$ cat src/rtl/i2c_bridge_pkg.sv
// ---------------------------------------------------------------------------
// i2c_bridge_pkg
// Shared constants and types for the I2C bridge front end and slave engine.
//   I2C_SYNC_STAGES    : default synchroniser depth per line
//   I2C_FILT_LEN       : default glitch-filter stability length (cycles)
//   I2C_TIMEOUT_CYCLES : default SCL-low timeout (25 ms at 50 MHz)
//   i2c_bus_event_e    : bus events handed to the slave engine
// ---------------------------------------------------------------------------
package i2c_bridge_pkg;

    localparam int I2C_SYNC_STAGES    = 2;
    localparam int I2C_FILT_LEN       = 3;
    localparam int I2C_TIMEOUT_CYCLES = 1250000;

    typedef enum logic [1:0] {
        EV_NONE  = 2'd0,
        EV_START = 2'd1,
        EV_STOP  = 2'd2
    } i2c_bus_event_e;

endpackage

$ cat src/rtl/i2c_bus_conditioner_if.sv
// ---------------------------------------------------------------------------
// i2c_bus_conditioner_if
// Groups the raw I2C pins and the conditioned levels/strobes.
//   scl_in, sda_in          : raw pins (driven by the pad side)
//   scl_f, sda_f            : filtered levels
//   scl_rise, scl_fall      : one-cycle filtered SCL edge strobes
//   start_det, stop_det     : one-cycle START / STOP strobes
//   bus_busy, bus_stuck     : bus state flags
// Modports:
//   slave  : the conditioner (consumes pins, produces strobes)
//   master : pad/engine side (drives pins, consumes strobes)
// Handshake: there is no flow control; every strobe is a single-cycle
// pulse, valid for exactly one clk cycle and must be consumed in that cycle.
// ---------------------------------------------------------------------------
interface i2c_bus_conditioner_if;

    logic scl_in;
    logic sda_in;
    logic scl_f;
    logic sda_f;
    logic scl_rise;
    logic scl_fall;
    logic start_det;
    logic stop_det;
    logic bus_busy;
    logic bus_stuck;

    modport slave (
        input  scl_in, sda_in,
        output scl_f, sda_f, scl_rise, scl_fall,
               start_det, stop_det, bus_busy, bus_stuck
    );

    modport master (
        output scl_in, sda_in,
        input  scl_f, sda_f, scl_rise, scl_fall,
               start_det, stop_det, bus_busy, bus_stuck
    );

endinterface

$ cat src/rtl/i2c_glitch_filter.sv
// ---------------------------------------------------------------------------
// i2c_glitch_filter
// Synchroniser chain followed by a stability counter for one I2C line.
// The filtered level follows the synced level only after it has differed
// for FILT_LEN consecutive cycles; total latency is SYNC_STAGES+FILT_LEN.
// Ports:
//   clk, rst  : clock, asynchronous active-high reset
//   pin       : raw asynchronous line
//   level     : filtered level (resets to 1, idle bus)
//   rise/fall : registered one-cycle pulses, coincident with level change
//   flip      : combinational "level changes on this edge" (for the top's
//               START/STOP decode, which must see both lines' updates)
// ---------------------------------------------------------------------------
module i2c_glitch_filter
    import i2c_bridge_pkg::*;
#(
    parameter int SYNC_STAGES = I2C_SYNC_STAGES,
    parameter int FILT_LEN    = I2C_FILT_LEN
) (
    input  logic clk,
    input  logic rst,
    input  logic pin,
    output logic level,
    output logic rise,
    output logic fall,
    output logic flip
);

    localparam int CW = (FILT_LEN > 1) ? $clog2(FILT_LEN) : 1;
    localparam logic [CW-1:0] LAST = CW'(FILT_LEN - 1);

    logic [SYNC_STAGES-1:0] sync_q;
    logic [CW-1:0]          cnt_q;
    logic                   synced;

    assign synced = sync_q[SYNC_STAGES-1];
    assign flip   = (synced != level) && (cnt_q == LAST);

    always_ff @(posedge clk or posedge rst) begin
        if (rst) begin
            sync_q <= '1;
            level  <= 1'b1;
            cnt_q  <= '0;
            rise   <= 1'b0;
            fall   <= 1'b0;
        end else begin
            sync_q <= {sync_q[SYNC_STAGES-2:0], pin};
            rise   <= flip & synced;
            fall   <= flip & ~synced;
            if (synced == level) begin
                cnt_q <= '0;
            end else if (flip) begin
                level <= synced;
                cnt_q <= '0;
            end else begin
                cnt_q <= cnt_q + 1'b1;
            end
        end
    end

endmodule

$ cat src/rtl/i2c_bus_conditioner.sv
// ---------------------------------------------------------------------------
// i2c_bus_conditioner
// Front end between raw I2C slave pins and the slave engine: filters both
// lines and decodes SCL edges, START, STOP and bus-busy.
// Ports:
//   clk, rst : clock, asynchronous active-high reset
//   bus      : i2c_bus_conditioner_if.slave (pins in, levels/strobes out)
// Optional build macro I2C_TIMEOUT_EN: adds a stuck-SCL timeout that sets
// bus_stuck and force-clears bus_busy; without it bus_stuck is tied to 0.
// ---------------------------------------------------------------------------
module i2c_bus_conditioner
    import i2c_bridge_pkg::*;
#(
    parameter int SYNC_STAGES    = I2C_SYNC_STAGES,
    parameter int FILT_LEN       = I2C_FILT_LEN,
    parameter int TIMEOUT_CYCLES = I2C_TIMEOUT_CYCLES
) (
    input  logic                  clk,
    input  logic                  rst,
    i2c_bus_conditioner_if.slave  bus
);

    logic scl_f, sda_f, scl_flip, sda_flip;
    logic scl_rise, scl_fall, sda_rise, sda_fall;
    logic start_cond, stop_cond;
    logic start_q, stop_q, busy_q;

    i2c_glitch_filter #(.SYNC_STAGES(SYNC_STAGES), .FILT_LEN(FILT_LEN)) u_scl_filt (
        .clk(clk), .rst(rst), .pin(bus.scl_in),
        .level(scl_f), .rise(scl_rise), .fall(scl_fall), .flip(scl_flip)
    );

    i2c_glitch_filter #(.SYNC_STAGES(SYNC_STAGES), .FILT_LEN(FILT_LEN)) u_sda_filt (
        .clk(clk), .rst(rst), .pin(bus.sda_in),
        .level(sda_f), .rise(sda_rise), .fall(sda_fall), .flip(sda_flip)
    );

    // SDA edge qualifies only if SCL is high now and is not changing on this
    // same edge, so a simultaneous SCL/SDA change reports neither event.
    assign start_cond = sda_flip &  sda_f & scl_f & ~scl_flip;
    assign stop_cond  = sda_flip & ~sda_f & scl_f & ~scl_flip;

`ifdef I2C_TIMEOUT_EN
    localparam int TO_W = $clog2(TIMEOUT_CYCLES + 1);
    localparam logic [TO_W-1:0] TO_MAX = TO_W'(TIMEOUT_CYCLES);

    logic [TO_W-1:0] to_cnt_q;
    logic            stuck_q;
    logic            timeout_hit;

    assign timeout_hit = busy_q & ~scl_f & ~stuck_q & (to_cnt_q == TO_MAX - 1'b1);

    // Counter holds its saturated value while stuck; busy is already cleared
    // then, so the idle-clear must not apply until SCL recovers.
    always_ff @(posedge clk or posedge rst) begin
        if (rst) begin
            to_cnt_q <= '0;
            stuck_q  <= 1'b0;
        end else begin
            if (scl_f) begin
                to_cnt_q <= '0;
            end else if (stuck_q) begin
                to_cnt_q <= to_cnt_q;
            end else if (!busy_q) begin
                to_cnt_q <= '0;
            end else if (to_cnt_q != TO_MAX) begin
                to_cnt_q <= to_cnt_q + 1'b1;
            end
            if (scl_flip & ~scl_f) begin
                stuck_q <= 1'b0;
            end else if (timeout_hit) begin
                stuck_q <= 1'b1;
            end
        end
    end

    assign bus.bus_stuck = stuck_q;
`else
    assign bus.bus_stuck = 1'b0;
`endif

    always_ff @(posedge clk or posedge rst) begin
        if (rst) begin
            start_q <= 1'b0;
            stop_q  <= 1'b0;
            busy_q  <= 1'b0;
        end else begin
            start_q <= start_cond;
            stop_q  <= stop_cond;
            if (start_cond) begin
                busy_q <= 1'b1;
            end else if (stop_cond) begin
                busy_q <= 1'b0;
            end
`ifdef I2C_TIMEOUT_EN
            else if (timeout_hit) begin
                busy_q <= 1'b0;
            end
`endif
        end
    end

    assign bus.scl_f     = scl_f;
    assign bus.sda_f     = sda_f;
    assign bus.scl_rise  = scl_rise;
    assign bus.scl_fall  = scl_fall;
    assign bus.start_det = start_q;
    assign bus.stop_det  = stop_q;
    assign bus.bus_busy  = busy_q;

    // SDA edge strobes are not part of the external interface.
    logic unused_sda_edges;
    assign unused_sda_edges = sda_rise ^ sda_fall;

endmodule

$ cat src/flat_wrapper.sv
// flat-port wrapper written by rule: the top's interface ports become plain ports
module i2c_bus_conditioner_flat import i2c_bridge_pkg::*;
#(
    parameter int SYNC_STAGES    = I2C_SYNC_STAGES,
    parameter int FILT_LEN       = I2C_FILT_LEN,
    parameter int TIMEOUT_CYCLES = I2C_TIMEOUT_CYCLES
)
  (clk, rst, bus_scl_in, bus_sda_in, bus_scl_f, bus_sda_f, bus_scl_rise, bus_scl_fall, bus_start_det, bus_stop_det, bus_bus_busy, bus_bus_stuck);
  i2c_bus_conditioner_if bus_i ();
  input  logic clk;
  input  logic rst;
  input wire logic [$bits(bus_i.scl_in)-1:0] bus_scl_in;
  input wire logic [$bits(bus_i.sda_in)-1:0] bus_sda_in;
  output wire logic [$bits(bus_i.scl_f)-1:0] bus_scl_f;
  output wire logic [$bits(bus_i.sda_f)-1:0] bus_sda_f;
  output wire logic [$bits(bus_i.scl_rise)-1:0] bus_scl_rise;
  output wire logic [$bits(bus_i.scl_fall)-1:0] bus_scl_fall;
  output wire logic [$bits(bus_i.start_det)-1:0] bus_start_det;
  output wire logic [$bits(bus_i.stop_det)-1:0] bus_stop_det;
  output wire logic [$bits(bus_i.bus_busy)-1:0] bus_bus_busy;
  output wire logic [$bits(bus_i.bus_stuck)-1:0] bus_bus_stuck;
  assign bus_i.scl_in = bus_scl_in;
  assign bus_i.sda_in = bus_sda_in;
  assign bus_scl_f = bus_i.scl_f;
  assign bus_sda_f = bus_i.sda_f;
  assign bus_scl_rise = bus_i.scl_rise;
  assign bus_scl_fall = bus_i.scl_fall;
  assign bus_start_det = bus_i.start_det;
  assign bus_stop_det = bus_i.stop_det;
  assign bus_bus_busy = bus_i.bus_busy;
  assign bus_bus_stuck = bus_i.bus_stuck;
  i2c_bus_conditioner #(.SYNC_STAGES(SYNC_STAGES), .FILT_LEN(FILT_LEN), .TIMEOUT_CYCLES(TIMEOUT_CYCLES)) u_core (.clk(clk), .rst(rst), .bus(bus_i));
endmodule
$ cat config.mk
export PLATFORM = sky130hd
export DESIGN_NAME = i2c_bus_conditioner_flat
export DESIGN_NICKNAME = d
export VERILOG_FILES = /design/src/rtl/i2c_bridge_pkg.sv /design/src/rtl/i2c_bus_conditioner_if.sv /design/src/rtl/i2c_glitch_filter.sv /design/src/rtl/i2c_bus_conditioner.sv /design/src/flat_wrapper.sv
export SDC_FILE = /design/constraint.sdc
export NUM_CORES = 1
export LEC_CHECK = 0
export BUFFER_PORTS_ARGS = -buffer_cell sky130_fd_sc_hd__buf_4
export CAP_MARGIN = 20
export CELL_PAD_IN_SITES_DETAIL_PLACEMENT = 1
export CELL_PAD_IN_SITES_GLOBAL_PLACEMENT = 1
export CORE_UTILIZATION = 35
export DETAILED_ROUTE_END_ITERATION = 8
export GPL_TIMING_DRIVEN = 0
export PLACE_DENSITY = 0.72
export SETUP_SLACK_MARGIN = 0.02
export SLEW_MARGIN = 20
export SYNTH_ARGS = -nofsm -noshare
export SYNTH_HDL_FRONTEND = slang
export SYNTH_SLANG_ARGS = --single-unit
$ cat constraint.sdc
create_clock -name clk -period 1.2 [get_ports clk]
set_input_delay 0.12 -clock clk [delete_from_list [all_inputs] [get_ports clk]]
set_output_delay 0.12 -clock clk [all_outputs]
set_load 0.01 [all_outputs]
## Word-level counts from Yosys, hierarchy flattened

Index checks and enable logic that the tools add are counted.

| word-level totals | value |
|---|---|
| flip-flop bits (word level) | 15 |
| input port bits | 4 |
| logic and storage cells | 43 |

| operators by class | value |
|---|---|
| $add $sub $neg | 2 |
| equal/unequal tests | 6 |
| mux-type cells | 6 |
| bitwise gates (word level) | 13 |
| reductions and logical operators | 5 |

Operators by type and width:

| operator | number |
|---|---|
| 1-bit bitwise AND | 8 |
| 2-bit 2-to-1 mux | 4 |
| 1-bit inverter | 5 |
| 2-bit by 1-bit adder with 2-bit output (second input constant) | 2 |
| 2-bit equality test (second input constant) | 2 |
| 2-bit AND reduction | 2 |
| 1-bit equality test | 2 |
| 1-bit logical AND | 2 |
| 1-bit 2-to-1 mux | 2 |
| 1-bit != test | 2 |
| 2-bit nonzero test | 1 |

## Depth between registers and ports, before layout

| logic depth | value |
|---|---|
| word-level depth | 7 |
| gate-level depth with buffers | 3 |
| gate-level depth less buffers | 3 |

## Modules after synthesis

Synthesis repeated with hierarchy kept, for this count alone.

| unflattened totals | value |
|---|---|
| cells, all modules | 42 |
| area total of the unflattened synthesis | 631.9 sq um |

Modules (own cells, without submodules):

| module | instances | cells each | area each (sq um) | sequential area each (sq um) |
|---|---|---|---|---|
| i2c_glitch_filter | 2 | 16 | 256.5 | 178.9 |
| i2c_bus_conditioner | 1 | 10 | 118.9 | 75.1 |

## Worst setup path after synthesis

OpenSTA, ideal clock, no wires.

| path | value |
|---|---|
| path kind | reg-to-reg |
| from | reg u_core.u_scl_filt.sync_q[1] |
| to | reg u_core.busy_q (netlist: u_core.bus.bus_busy) |
| setup time | 0.132 ns |
| arrival | 0.910 ns |
| slack | 0.158 ns |
| stages on the path, launching flop included | 4 |
| cell sequence | dfstp_2 > or3b_1 > nand2_1 > o211ai_2 |

| on the way | value |
|---|---|
| longest elaborated chain between the ends | 5 |
| elaborated cells between the ends (all ways) | 7 |

RTL lines:

| item | line | RTL |
|---|---|---|
| start: declaration | i2c_glitch_filter.sv:32 | `logic [SYNC_STAGES-1:0] sync_q;` |
| start signal: assignment | i2c_glitch_filter.sv:47 | `sync_q <= {sync_q[SYNC_STAGES-2:0], pin};` |
| 1-bit != test (*) | i2c_glitch_filter.sv:37 | `assign flip = (synced != level) && (cnt_q == LAST);` |
| 1-bit logical AND (*) | i2c_glitch_filter.sv:37 |  |
| 1-bit inverter (*) | i2c_bus_conditioner.sv:40, i2c_bus_conditioner.sv:41 |  |
| 1-bit bitwise AND (on tied branches) | i2c_bus_conditioner.sv:40, i2c_bus_conditioner.sv:41 |  |
| 1-bit 2-to-1 mux or 2-bit nonzero test (tied branches) | n/a |  |
| end signal: assignment | i2c_bus_conditioner.sv:86 | `busy_q <= 1'b0;` |
| end signal: assignment | i2c_bus_conditioner.sv:91 | `busy_q <= 1'b1;` |
| end signal: assignment | i2c_bus_conditioner.sv:93 | `busy_q <= 1'b0;` |
| end: declaration | i2c_bus_conditioner.sv:26 | `logic start_q, stop_q, busy_q;` |

Mark *: on every way between the ends. The rest lies on a longest branch, timed or not.
A chain may end at the register's enable or synchronous reset.

## Final worst setup path

| path | value |
|---|---|
| from | reg u_core.u_scl_filt.cnt_q[0] |
| to | reg u_core.busy_q (netlist: u_core.bus.bus_busy) |

| on the way | value |
|---|---|
| longest elaborated chain between the ends | 5 |
| elaborated cells between the ends (all ways) | 7 |

RTL lines:

| item | line | RTL |
|---|---|---|
| start: declaration | i2c_glitch_filter.sv:33 | `logic [CW-1:0] cnt_q;` |
| start signal: assignment | i2c_glitch_filter.sv:56 | `cnt_q <= cnt_q + 1'b1;` |
| 2-bit equality test (*) | i2c_glitch_filter.sv:37 |  |
| 1-bit logical AND (*) | i2c_glitch_filter.sv:37 |  |
| 1-bit inverter (*) | i2c_bus_conditioner.sv:40, i2c_bus_conditioner.sv:41 |  |
| 1-bit bitwise AND (on tied branches) | i2c_bus_conditioner.sv:40, i2c_bus_conditioner.sv:41 |  |
| 1-bit 2-to-1 mux or 2-bit nonzero test (tied branches) | n/a |  |

Marked as above.

==> impl_results.rst <==
.. list-table::
   :header-rows: 1

   * - Metric
     - Value
   * - Outcome
     - completed
   * - Buffer levels on the longest clock path
     - 2
   * - Initial standard-cell utilization of the core
     - 37.3%
   * - Layout area overhead
     - 28.6%
   * - # nets final
     - 67
   * - RSZ-0062 raised after global routing
     - false
   * - Number of vias in the routed layout
     - 372
   * - Critical path class
     - reg2reg
   * - Final TNS setup
     - 0 ns
   * - Aggregate routed wire length
     - 978 µm
   * - Share of post-route cells with drive strength above 1
     - 37.1%
   * - Dominant cell type by area after synthesis
     - sky130_fd_sc_hd__dfrtp_1
   * - Library cell used as clock root buffer
     - sky130_fd_sc_hd__clkbuf_4
   * - DRC Markers
     - 0
   * - Predominant post-synthesis flop cell
     - sky130_fd_sc_hd__dfrtp_1
   * - Final design area excluding fillers
     - 714 µm²
   * - Crit path time final
     - 1.12 ns
   * - Placed instance area
     - 651 µm²
   * - Antenna violations before repair
     - 0
   * - R2R Setup Slk
     - 0.08 ns
   * - Vias in the first global route
     - 375
   * - Number of synthesis warnings
     - 0
   * - Cell with the most instances after synthesis
     - sky130_fd_sc_hd__dfrtp_1
   * - Final worst-path cycle share
     - 93.0%
   * - Fmax achieved
     - 896 MHz
   * - Post-synth EDFFs
     - 0
   * - Top-area cell type share of the netlist area
     - 40.5%
   * - Setup clock skew after layout
     - 0.00309 ns
   * - Routed via count divided by cell count
     - 4.77
   * - Cell leakage power
     - 0.347 nW
   * - Worst endpoint data arrival time
     - 1.27 ns
   * - Largest vdd supply drop
     - 0.000983 V
   * - Required time of the worst setup path
     - 1.36 ns
   * - Source-to-sink clock delay at the later pin of the worst-skew pair
     - 0.28 ns
   * - Category of the worst setup path launch point
     - register
   * - Slew at the pin with the worst max-slew slack
     - 0.543 ns
   * - Clock tree from TritonCTS
     - built
   * - Areal power density over the cells
     - 1890 mW/mm²
   * - Clock slew at reported path FFs
     - 0.08 ns
   * - Share of async-settable or async-resettable flops after synthesis
     - 100%
   * - Synth Instances
     - 44
   * - Top cell types by occurrence after synthesis
     - 9 x sky130_fd_sc_hd__dfrtp_1, 6 x sky130_fd_sc_hd__dfstp_2
   * - Drt first-iter violations
     - 6
   * - Number of port buffers
     - 10
   * - GRT Residual Overflow
     - 0
   * - Crit end category
     - register
   * - WL/cell
     - 12.5 µm
   * - Register bit count reported by yosys
     - 15
   * - Antenna cell count
     - 0
   * - Total GRT Usage
     - 14.2%
   * - Synthesized area per cell
     - 12.6 µm²
   * - Die Y
     - 41.8 µm
   * - Level count of the clock H-tree
     - 1
   * - Register area share after synthesis
     - 68.9%
   * - First-pass GRT wire length
     - 1710 µm
   * - Max transition margin
     - 63.7%
   * - Number of clock buffers inserted by TritonCTS
     - 3
   * - Pin count of the biggest net entering global routing
     - 16
   * - Max-slew violations
     - 0
   * - Max-cap viol count
     - 0
   * - Number of hold-slack violations in the final timing report
     - 0
   * - Clk sinks
     - 15
   * - Synth cell types
     - 15
   * - Io pins
     - 12
   * - Number of detailed-routing iterations run before antenna repair
     - 2
   * - Most area-consuming cells after synthesis
     - sky130_fd_sc_hd__dfrtp_1 41%, sky130_fd_sc_hd__dfstp_2 28%, sky130_fd_sc_hd__a211oi_1 5.4%
   * - Final worst slack
     - 0.0837 ns
   * - Post-placement cell count
     - 70
   * - Routability congestion estimate from global placement
     - 0.653
   * - Total half-perimeter wirelength after legalization and detailed placement
     - 665 µm
   * - Mapped Nets
     - 48
   * - Number of standard-cell rows in the floorplan
     - 14
   * - Die Span X
     - 41.8 µm
   * - Final setup fails
     - 0
   * - Synthesized area
     - 556 µm²
   * - Highest net fanout along the worst path
     - 3
   * - Path class of the lowest-slack min-delay path
     - reg2reg
   * - Die footprint
     - 0.00175 mm²
   * - Worst setup slack before clock tree synthesis
     - 0.0857 ns
   * - Final std cells w/o fill
     - 78
   * - Core outline area
     - 0.00149 mm²
   * - Antenna-violating nets left
     - 0
-- cell type report --
class / instances / area [µm²]
Buffer: 1 / 7.51
Fill cell: 161 / 774
Tap cell: 16 / 20.0
Timing Repair Buffer: 14 / 113
Clock buffer: 4 / 26.3
Multi-Input combinational cell: 24 / 150
Sequential cell: 15 / 383
Inverter: 4 / 15.0
-- timing repair --
item | CTS | global route
hold buffers | 3 | 0
endpoints found under the setup margin | 0 | 1
hold endpoints to repair | 11 | 0
setup buffers | 0 | 1
gates resized for setup | 0 | 0
-- worst max-delay path: stages, from the launching register on --
cell                       delay, ns
sky130_fd_sc_hd__dfrtp_1        0.41
sky130_fd_sc_hd__or3b_1         0.38
sky130_fd_sc_hd__nand2_1        0.12
sky130_fd_sc_hd__o211ai_2       0.08
-- cells in the final DEF (no fill, tap or decap), drive strengths merged, types with 2 or more instances in the layout --
cell         instances
dfstp                6
dlygate4sd3          3
inv                  4
buf                 12
o21ai                2
nand2b               4
dfrtp                9
clkbuf               4
a211oi               4
nor2                 4
nand2                4
-- cells by family after synthesis --
group	after synthesis	share of synthesized area (%)
mux	1	2.03
buf+inv	5	4.05
flops	15	68.9
simple gates	14	13.1
compound gates	8	11.3
other cells	1	0.675
-- sequential cells by signal, indices dropped and copies added (netlist names) --
register                  cells
u_core.bus.bus_busy           1
u_core.u_scl_filt.cnt_q       2
u_core.u_scl_filt.sync_q      2
u_core.u_sda_filt.cnt_q       2
u_core.u_scl_filt.level       1
u_core.u_sda_filt.sync_q      2
u_core.u_scl_filt.fall        1
u_core.u_scl_filt.rise        1
u_core.bus.stop_det           1
u_core.bus.start_det          1
u_core.u_sda_filt.level       1
-- path summary, 6_finish.rpt --
check	startpoint	endpoint	cells after the start
setup / recovery	u_core.u_scl_filt.cnt_q[0]$_DFF_PP0_	u_core.bus.bus_busy$_DFFE_PP0P_	3
hold / removal	u_core.u_sda_filt.sync_q[0]$_DFF_PP1_	u_core.u_sda_filt.sync_q[1]$_DFF_PP1_	0
setup reg to reg	u_core.u_scl_filt.cnt_q[0]$_DFF_PP0_	u_core.bus.bus_busy$_DFFE_PP0P_	3
hold reg to reg	u_core.u_sda_filt.sync_q[0]$_DFF_PP1_	u_core.u_sda_filt.sync_q[1]$_DFF_PP1_	0
max in group asynchronous	rst	u_core.u_sda_filt.level$_DFFE_PP1P_	3
min in group asynchronous	rst	u_core.u_sda_filt.cnt_q[1]$_DFF_PP0_	3
-- routing by layer --
layer	part of all wire (%)	GRT usage, %
met1	45	17.6
met2	48	20.3
met3	3.1	2.61
met4	4.1	13.5
met5	0	0
-- report_power, final --
group | internal, mW | leakage, nW | total (mW) | switching, mW
registers | 0.638 | 0.180 | 0.722 | 0.0846
logic | 0.179 | 0.152 | 0.347 | 0.168
clock network | 0.129 | 0.0150 | 0.277 | 0.149
-- per-stage QoR --
stage / hold WS (ns) / power, mW / util (%)
global route: 0.363 / 1.45 / 48.0
CTS: 0.361 / 1.35 / 47.5
finish: 0.359 / 1.35 / 48.0
floorplan: 0.0172 / 0.924 / -
global placement: 0.197 / 1.04 / 43.7
detailed placement: 0.210 / 1.06 / 43.7
(Power assumes the default switching activity.)
